<file path="src/rtl/xge_pkt_pkg.sv">
`default_nettype none
// ============================================================================
// Module      : xge_pkt_pkg
// Description : Shared packet-domain defaults and arbiter state encoding.
// Revision    : 1.0 - initial release
// ============================================================================
package xge_pkt_pkg;

    localparam int PKT_DATA_W = 64;
    localparam int PKT_MOD_W  = 3;

    typedef enum logic [0:0] {
        IDLE = 1'b0,
        XFER = 1'b1
    } arb_state_t;

endpackage
`default_nettype wire

</file>
<file path="src/rtl/rr_arb.sv">
`default_nettype none
// ============================================================================
// Module      : rr_arb
// Description : Combinational round-robin pick. Returns the first requester
//               at or after the pointer (wrapping) as one-hot, index and any.
// Revision    : 1.0 - initial release
// ============================================================================
module rr_arb #(
    parameter int NUM_CH = 4,
    parameter int IDX_W  = $clog2(NUM_CH)
) (
    input  logic [NUM_CH-1:0] i_req,
    input  logic [IDX_W-1:0]  i_ptr,
    output logic [NUM_CH-1:0] o_gnt,
    output logic [IDX_W-1:0]  o_idx,
    output logic              o_any
);

    // Scan offsets from farthest to nearest so the nearest requester wins last.
    always_comb begin : p_pick
        int             v_sum;
        logic [IDX_W-1:0] v_idx;
        o_gnt = '0;
        o_idx = '0;
        o_any = 1'b0;
        v_sum = 0;
        v_idx = '0;
        for (int i = NUM_CH - 1; i >= 0; i--) begin
            v_sum = int'(i_ptr) + i;
            if (v_sum >= NUM_CH) begin
                v_sum = v_sum - NUM_CH;
            end
            v_idx = IDX_W'(v_sum);
            if (i_req[v_idx]) begin
                o_gnt        = '0;
                o_gnt[v_idx] = 1'b1;
                o_idx        = v_idx;
                o_any        = 1'b1;
            end
        end
    end

endmodule
`default_nettype wire

</file>
<file path="src/rtl/pkt_tx_arb.sv">
`default_nettype none
// ============================================================================
// Module      : pkt_tx_arb
// Description : Round-robin packet arbiter merging NUM_CH packet channels onto
//               one MAC transmit stream. Whole packets only; one arbitration
//               cycle between packets; sticky per-channel framing errors.
// Revision    : 1.0 - initial release
// ============================================================================
module pkt_tx_arb
    import xge_pkt_pkg::*;
#(
    parameter int NUM_CH = 4,
    parameter int DATA_W = PKT_DATA_W,
    parameter int MOD_W  = $clog2(DATA_W / 8)
) (
    input  logic                       clk_156m25,
    input  logic                       reset_156m25,
    input  logic [NUM_CH-1:0]          in_val,
    input  logic [NUM_CH-1:0]          in_sop,
    input  logic [NUM_CH-1:0]          in_eop,
    input  logic [NUM_CH*MOD_W-1:0]    in_mod,
    input  logic [NUM_CH*DATA_W-1:0]   in_data,
    output logic [NUM_CH-1:0]          in_rdy,
    output logic [DATA_W-1:0]          pkt_tx_data,
    output logic                       pkt_tx_val,
    output logic                       pkt_tx_sop,
    output logic                       pkt_tx_eop,
    output logic [MOD_W-1:0]           pkt_tx_mod,
    input  logic                       pkt_tx_full,
    input  logic                       err_clr,
    output logic [NUM_CH-1:0]          err_sticky,
    output logic [$clog2(NUM_CH)-1:0]  cur_ch,
    output logic                       busy
);

    localparam int              CH_W      = $clog2(NUM_CH);
    localparam logic [CH_W-1:0] C_LAST_CH = CH_W'(NUM_CH - 1);

    arb_state_t        r_state;
    logic [CH_W-1:0]   r_rr_ptr;
    logic [CH_W-1:0]   r_cur_ch;
    logic [NUM_CH-1:0] r_own_oh;
    logic              r_first;
    logic              r_busy;
    logic [NUM_CH-1:0] r_err;

    logic [NUM_CH-1:0] w_req;
    logic [NUM_CH-1:0] w_gnt;
    logic [CH_W-1:0]   w_gnt_idx;
    logic              w_gnt_any;

    logic              w_own_val;
    logic              w_own_sop;
    logic              w_own_eop;
    logic [MOD_W-1:0]  w_own_mod;
    logic [DATA_W-1:0] w_own_data;
    logic              w_xfer;
    logic [NUM_CH-1:0] w_stray;
    logic [NUM_CH-1:0] w_err_set;

    // Only a word carrying sop can open a packet.
    assign w_req = in_val & in_sop;

    rr_arb #(
        .NUM_CH (NUM_CH),
        .IDX_W  (CH_W)
    ) u_rr_arb (
        .i_req (w_req),
        .i_ptr (r_rr_ptr),
        .o_gnt (w_gnt),
        .o_idx (w_gnt_idx),
        .o_any (w_gnt_any)
    );

    // Word presented by the channel that currently owns the output.
    assign w_own_val  = in_val[r_cur_ch];
    assign w_own_sop  = in_sop[r_cur_ch];
    assign w_own_eop  = in_eop[r_cur_ch];
    assign w_own_mod  = in_mod[int'(r_cur_ch) * MOD_W +: MOD_W];
    assign w_own_data = in_data[int'(r_cur_ch) * DATA_W +: DATA_W];

    assign w_xfer  = (r_state == XFER) && w_own_val && !pkt_tx_full;

    // Between packets, any non-sop word is orphaned and gets swallowed.
    assign w_stray = (r_state == IDLE) ? (in_val & ~in_sop) : '0;

    // Framing errors: orphaned words, or a fresh sop inside an open packet.
    assign w_err_set = w_stray |
                       ((w_xfer && w_own_sop && !r_first) ? r_own_oh : '0);

    // Accept strays while idle, otherwise only the owner when the MAC has room.
    always_comb begin
        in_rdy = '0;
        if (!reset_156m25) begin
            if (r_state == IDLE) begin
                in_rdy = w_stray;
            end else if (!pkt_tx_full) begin
                in_rdy = r_own_oh;
            end
        end
    end

    // Arbitration FSM: grant in IDLE, hold ownership until the eop word moves.
    always_ff @(posedge clk_156m25 or posedge reset_156m25) begin
        if (reset_156m25) begin
            r_state  <= IDLE;
            r_rr_ptr <= '0;
            r_cur_ch <= '0;
            r_own_oh <= '0;
            r_first  <= 1'b0;
            r_busy   <= 1'b0;
        end else begin
            case (r_state)
                IDLE: begin
                    if (w_gnt_any) begin
                        r_state  <= XFER;
                        r_busy   <= 1'b1;
                        r_cur_ch <= w_gnt_idx;
                        r_own_oh <= w_gnt;
                        r_first  <= 1'b1;
                    end
                end
                XFER: begin
                    if (w_xfer) begin
                        r_first <= 1'b0;
                        if (w_own_eop) begin
                            r_state  <= IDLE;
                            r_busy   <= 1'b0;
                            r_rr_ptr <= (r_cur_ch == C_LAST_CH) ? '0
                                                                : r_cur_ch + CH_W'(1);
                        end
                    end
                end
                default: begin
                    r_state <= IDLE;
                    r_busy  <= 1'b0;
                end
            endcase
        end
    end

    // Sticky error flags; a new error in the same cycle as a clear survives.
    always_ff @(posedge clk_156m25 or posedge reset_156m25) begin
        if (reset_156m25) begin
            r_err <= '0;
        end else begin
            r_err <= (r_err & ~{NUM_CH{err_clr}}) | w_err_set;
        end
    end

    // Registered transmit stream; sideband fields are zero on idle cycles.
    always_ff @(posedge clk_156m25 or posedge reset_156m25) begin
        if (reset_156m25) begin
            pkt_tx_val  <= 1'b0;
            pkt_tx_sop  <= 1'b0;
            pkt_tx_eop  <= 1'b0;
            pkt_tx_mod  <= '0;
            pkt_tx_data <= '0;
        end else begin
            pkt_tx_val <= w_xfer;
            if (w_xfer) begin
                pkt_tx_sop  <= w_own_sop;
                pkt_tx_eop  <= w_own_eop;
                pkt_tx_mod  <= w_own_eop ? w_own_mod : '0;
                pkt_tx_data <= w_own_data;
            end else begin
                pkt_tx_sop  <= 1'b0;
                pkt_tx_eop  <= 1'b0;
                pkt_tx_mod  <= '0;
                pkt_tx_data <= '0;
            end
        end
    end

    assign err_sticky = r_err;
    assign cur_ch     = r_cur_ch;
    assign busy       = r_busy;

endmodule
`default_nettype wire

</file>
<file path="config.mk">
export PLATFORM = sky130hd
export DESIGN_NAME = pkt_tx_arb
export DESIGN_NICKNAME = d
export VERILOG_FILES = /design/src/rtl/xge_pkt_pkg.sv /design/src/rtl/rr_arb.sv /design/src/rtl/pkt_tx_arb.sv
export SDC_FILE = /design/constraint.sdc
export NUM_CORES = 1
export LEC_CHECK = 0
export ABC_AREA = 0
export CAP_MARGIN = 20
export CORE_AREA = 4 4 138 140
export CTS_CLUSTER_DIAMETER = 100
export CTS_CLUSTER_SIZE = 40
export DETAILED_ROUTE_END_ITERATION = 7
export DIE_AREA = 0 0 142 144
export PLACE_DENSITY = 0.77
export RECOVER_POWER = 50
export SETUP_SLACK_MARGIN = 0.1
export SLEW_MARGIN = 10
export SYNTH_ARGS = -nofsm -noshare
export SYNTH_HDL_FRONTEND = slang
export SYNTH_HIERARCHICAL = 1
export SYNTH_SLANG_ARGS = --single-unit
</file>
<file path="constraint.sdc">
create_clock -name clk_156m25 -period 3.2 [get_ports clk_156m25]
set_clock_uncertainty 0.1 [all_clocks]
set_input_delay 0.48 -clock clk_156m25 [delete_from_list [all_inputs] [get_ports clk_156m25]]
set_output_delay 0.48 -clock clk_156m25 [all_outputs]
set_load 0.01 [all_outputs]
</file>
==> results.yml, run 1 <==
synthesis:
  synth.ff_latch_count: 85
  synth_flop_cell: "dfrtp_1"
  syn_inst: 389
  synthTopCellsByArea: "dfrtp_1, mux4_2, nor2b_1"
  yosysMostFrequentCell: "dfrtp_1"
  synth_enable_flop_cells: 0
  synthArstFlopShare_pct: 100
  yosysTopAreaCell: "dfrtp_1"
  synth_top_area_share_pct: 39.9
  ys_types: 43
  synth_seq_area_share_pct: 39.9
  synthesis.area_um2: 5330
  syn_area_per_cell_um2: 13.7
  syn_nets: 682
  yosysWarnings: 6
  synth_commonest_cells: "dfrtp_1, nor2b_1, mux4_2, nor2_1, buf_2"
route:
  m1WireLength_mm: 8.52
  postRouteAntennaNets: 0
  via_per_inst: 5.08
  dr_wl_met3_mm: 2.26
  drt_wl_total_mm: 22.5
  wl_met2_mm: 11.3
  top_layer: "met4"
  drtIter0Drc: 415
  dr.pass1.iters: 5
  wl_per_cell_um: 23.0
  vias: 4960
  drc: 0
clock_tree:
  cts_setup_buffers: 0
  numClockSinks: 85
  htreeDepth: 3
  cts_tree: "yes"
  root_buffer: "clkbuf_16"
  clk_latency_ps: 340
  cts_resized: 0
  cts_buffers: 9
  cts_hold_buf: 0
  clk_pin_slew_ps: 70
  clk_path_buf_depth: 2
placement:
  portBuffers: 364
  place_ws_ps: 516
  gp_congestion: 0.904
  dp_hpwl_mm: 18.0
  placed_cells_incl_taps: 960
die:
  dieArea_um2: 20400
  ios: 365
  core-area_um2: 17800
  row_count: 49
  die_h_um: 144
  die_w_um: 142
  start_util_pct: 29.9
power:
  internal-power_w: 0.00404
  p_switching_w: 0.00221
  power_frac_comb_pct: 55.3
  cellPowerDensity_nw_per_um2: 658
  ir_worst_vdd_mv: 0.304
  seq_power_share_pct: 25.9
  swShare_pct: 35.3
  power_w: 0.00625
  leakage_nw: 3.78
  power_frac_clock_pct: 18.8
cells_and_area:
  drive_gt1_share_pct: 16.9
  stdcell_count: 977
  seq_area_um2: 2130
  fillers: 1558
  multi_input_area_um2: 2970
  postLayoutCoreUtil_pct: 53.2
  syn_to_final_growth_pct: 78.2
  finalNetCount: 1035
grt:
  grt_pass1_vias: 5031
  antenna_found_initial: 1
  overflow: 0
  grt_pass1_wl_mm: 31.2
  grt_start_max_net_pins: 86
  track_usage_pct: 20.9
sta:
  slew_headroom_pct: 27.4
  worst_slew_pin_slew_ps: 1090
  max_freq_mhz: 381
  period_needed_ps: 2630
  period_share_pct: 82.1
  drv_slew: 0
  tns_ps: 0
  rsz0062_at_grt: "no"
  finalSetupViolCount: 0
  worst_slack_ps: 573
  hold_viol: 0
critical_path:
  critPathSlowestCell: "clkdlybuf4s50_1"
  arrival_ps: 2050
  reg2reg_to: "r_own_oh[0]"
  worstSetupStartpoint: "pkt_tx_full"
  rr_worst_depth: 6
  crit_top_cell: "clkdlybuf4s50_1"
  start_kind: "input pin"
  crit_type: "in2out"
  cp_slowest_stage_delay_ps: 570
  r2r-start: "r_rr_ptr[1]"
  crit_chain: "clkdlybuf4s50_1, nor2b_1, a22oi_1, nor2_1, clkdlybuf4s50_1"
  cp.required_ps: 2620
  crit_fanout: 4
  cp-end-kind: "output port"
  rrSetupSlack_ps: 850
run_status:
  status: "completed"
worst_hold_path:
  min_from: "r_first"
  min_to: "r_first"
  hold_depth: 1
  hold_class: "reg2reg"
flow_run:
  cap_violations: 0
[how the worst max path moves through the flow]
stage	end	slack, ps	cells past startpoint
after floorplan	busy	430	1
after global placement	r_own_oh[0]	550	7
after detailed placement	r_own_oh[2]	520	7
after CTS	in_rdy[3]	560	5
after global routing	in_rdy[3]	460	4
final	in_rdy[3]	570	5
[per-stage QoR]
step,hold slack (ps),area (um^2)
detailed placement,396,9170
global placement,386,9170
global route,467,9500
finish,406,9500
CTS,411,9500
floorplan,357,5330
[per-layer routing]
| layer | up-vias | GRT usage, % |
|---|---|---|
| li1 | 2162 | - |
| met1 | 2475 | 26.8 |
| met2 | 302 | 34.6 |
| met3 | 21 | 5.95 |
| met4 | 0 | 6.52 |
| met5 | - | 0 |
[kinds of logic after synthesis]
| family | share of synthesized area (%) |
|---|---|
| AOI/OAI and AO/OA | 6.39 |
| adders and majority gates | 2.11 |
| buffers and inverters | 4.32 |
| DFF | 39.9 |
| muxes | 34.0 |
| and+or+nand+nor | 13.3 |
[cells in the final DEF (no fill, tap or decap), drive strengths merged, types with 2 or more instances in the layout]
cell type / instances
inv: 12
a21o: 2
dlygate4sd3: 40
a211oi: 2
nand3: 4
nor2b: 71
clkdlybuf4s50: 324
clkbuf: 10
nor2: 27
buf: 9
and2: 7
mux2i: 6
a221o: 4
a31oi: 4
mux4: 69
dfrtp: 85
mux2: 14
nand2b: 2
ha: 9
o211ai: 4
clkinv: 3
o21ai: 2
bufinv: 2
a41oi: 4
a21oi: 4
nor3b: 2
o221ai: 3
a22oi: 4
nand3b: 2
nand2: 9
[registers in the layout, summed over array words and instances, names as in the netlist]
register,cells
busy,1
cur_ch,2
err_sticky,4
pkt_tx_data,64
pkt_tx_eop,1
pkt_tx_mod,3
pkt_tx_sop,1
pkt_tx_val,1
r_first,1
r_own_oh,4
r_rr_ptr,2
r_state,1
[final cells by class]
class                           count  share of cell area [%]
Tap cell                          229                    3.02
Clock buffer                        9                    2.37
Sequential cell                    85                    22.5
Timing Repair Buffer              374                    39.3
Antenna cell                        1                  0.0263
Clock inverter                      7                    1.12
Inverter                           11                   0.448
Multi-Input combinational cell    261                    31.3
[power groups by stage]
stage / clock, W / combinational [W] / sequential, W
5_1_grt: 0.00126 / 0.00371 / 0.00166
3_5_place_dp: 0 / 0.00351 / 0.00165
3_3_place_gp: 0 / 0.00349 / 0.00164
6_report: 0.00117 / 0.00345 / 0.00162
2_1_floorplan: 0 / 0.00201 / 0.00169
4_1_cts: 0.00121 / 0.00354 / 0.00164
[critical path: cells and delay by family]
family	cells	cell delay (ps)
AOI/OAI and AO/OA	1	160
buffers and inverters	2	1010
and+or+nand+nor	2	390
No activity file was read; power rests on OpenSTA's default activity.
==> inputs of run 2 (changes only) <==
==> constraint.sdc (replaced) <==
create_clock -name clk_156m25 -period 2.7 [get_ports clk_156m25]
set_clock_uncertainty 0.1 [all_clocks]
set_input_delay 0.405 -clock clk_156m25 [delete_from_list [all_inputs] [get_ports clk_156m25]]
set_output_delay 0.405 -clock clk_156m25 [all_outputs]
set_load 0.01 [all_outputs]
==> run 2 against run 1 <==
Core utilization rose by 0.24 points. Critical endpoint is now in_rdy[1]. Non-clock buffer count rose by 2. Setup slack lost 340 ps. Design area up 0.45%.
==> results.yml, run 2 (synthesis results as in run 1) <==
run_status:
  status: "completed"
critical_path:
  cp-end-kind: "output port"
  rr_worst_depth: 6
  crit_fanout: 4
  path_delay_family: "buffers and inverters"
  start_kind: "input pin"
  r2r-start: "r_rr_ptr[0]"
  worstSetupStartpoint: "pkt_tx_full"
  arrival_ps: 1960
  reg2reg_to: "r_own_oh[0]"
  crit_type: "in2out"
  critPathSlowestCell: "clkdlybuf4s50_1"
  crit_chain: "clkdlybuf4s50_1, nor2b_2, a22oi_1, nor2_1, clkdlybuf4s50_1"
  cp_slowest_stage_delay_ps: 580
  path_depth: 5
  rrSetupSlack_ps: 490
  cp_num_buf_inv: 2
  crit_top_cell: "clkdlybuf4s50_1"
  crit_end: "in_rdy[1]"
  cp.required_ps: 2190
die:
  die_w_um: 142
  ios: 365
  core-area_um2: 17800
  die_h_um: 144
  dieArea_um2: 20400
  start_util_pct: 29.9
  row_count: 49
power:
  leakage_nw: 3.80
  ir_worst_vdd_mv: 0.486
  cellPowerDensity_nw_per_um2: 778
sta:
  period_share_pct: 91.2
  period_needed_ps: 2460
  drv_slew: 0
  finalSetupViolCount: 0
  rsz0062_at_grt: "no"
  slew_headroom_pct: 33.9
  hold_viol: 0
  tns_ps: 0
  max_freq_mhz: 406
  worst_slew_pin_slew_ps: 986
  whs_ps: 430
cells_and_area:
  finalNetCount: 1037
  layout_common_cells: "clkdlybuf4s50_1, dfrtp_1, nor2b_1, mux4_2, dlygate4sd3_1"
  syn_to_final_growth_pct: 79.0
  final_common_cell: "clkdlybuf4s50_1"
  drive_gt1_share_pct: 17.2
  stdcell_count: 979
  top_register: "pkt_tx_data"
  largest_reg_flops: 64
clock_tree:
  numClockSinks: 85
  htreeDepth: 3
  clk_path_buf_depth: 2
  root_buffer: "clkbuf_16"
  cts_tree: "yes"
  cts_buffers: 9
  clk_latency_ps: 330
  clk_pin_slew_ps: 60
grt:
  track_usage_pct: 20.1
  grtUsageMet1_pct: 24.1
  grt_pass1_vias: 5086
  overflow: 0
  met3_usage_pct: 8.13
  grt_pass1_wl_mm: 30.6
  grt_use_met2_pct: 33.5
  busiest_layer: "met2"
  grt_start_max_net_pins: 69
  antenna_found_initial: 1
route:
  dr.pass1.iters: 5
  drc: 0
  postRouteAntennaNets: 0
  drtIter0Drc: 297
  via_per_inst: 4.93
  wl_per_cell_um: 22.2
  drt_wl_total_mm: 21.8
  vias: 4823
placement:
  gp_congestion: 0.850
  placed_cells_incl_taps: 962
  portBuffers: 364
  dp_hpwl_mm: 18.1
flow_run:
  cap_violations: 0
worst_hold_path:
  hold_class: "reg2reg"
run 2: routing by layer:
metal / vias up / wire length [um]
li1: 2171 / -
met1: 2361 / 8010
met2: 268 / 10900
met3: 23 / 2440
met4: 0 / 414
met5: - / 0
run 2: worst min-delay path by stage:
stage,start,endpoint,cells after the start
floorplan,r_first,r_first,1
global placement,r_first,r_first,1
detailed placement,r_first,r_first,1
CTS,r_first,r_first,1
global route,r_first,r_first,1
finish,r_first,r_first,1
run 2: what timing repair did:
item | in CTS | in global routing
endpoints found under the setup margin | 0 | 1
resized for setup | 0 | 1
hold buffers | 0 | 0
buffers inserted | 0 | 0
run 2: stage by stage:
step	setup WS, ps	area, um^2	util [%]	total power [W]
2_1_floorplan	545	5330	-	0.00440
3_3_place_gp	113	9220	51.7	0.00613
3_5_place_dp	62.6	9220	51.7	0.00618
4_1_cts	161	9550	53.6	0.00759
5_1_grt	136	9540	53.5	0.00785
6_report	238	9540	53.5	0.00742
run 2: cell type report:
cell class	count	area [um^2]
timing repair buffer	376	3770
clock inverter	6	92.6
antenna	1	2.50
inverter	11	42.5
clock buffer	10	239
fill	1532	8300
tap	229	287
sequential	85	2130
multi-input combinational	261	2980
run 2: report_power, final:
part,internal (W),switching (W),total (W)
Combinational,0.00233,0.00185,0.00418
Sequential,0.00166,0.000208,0.00187
Clock,0.000842,0.000527,0.00137
Total,0.00483,0.00259,0.00742
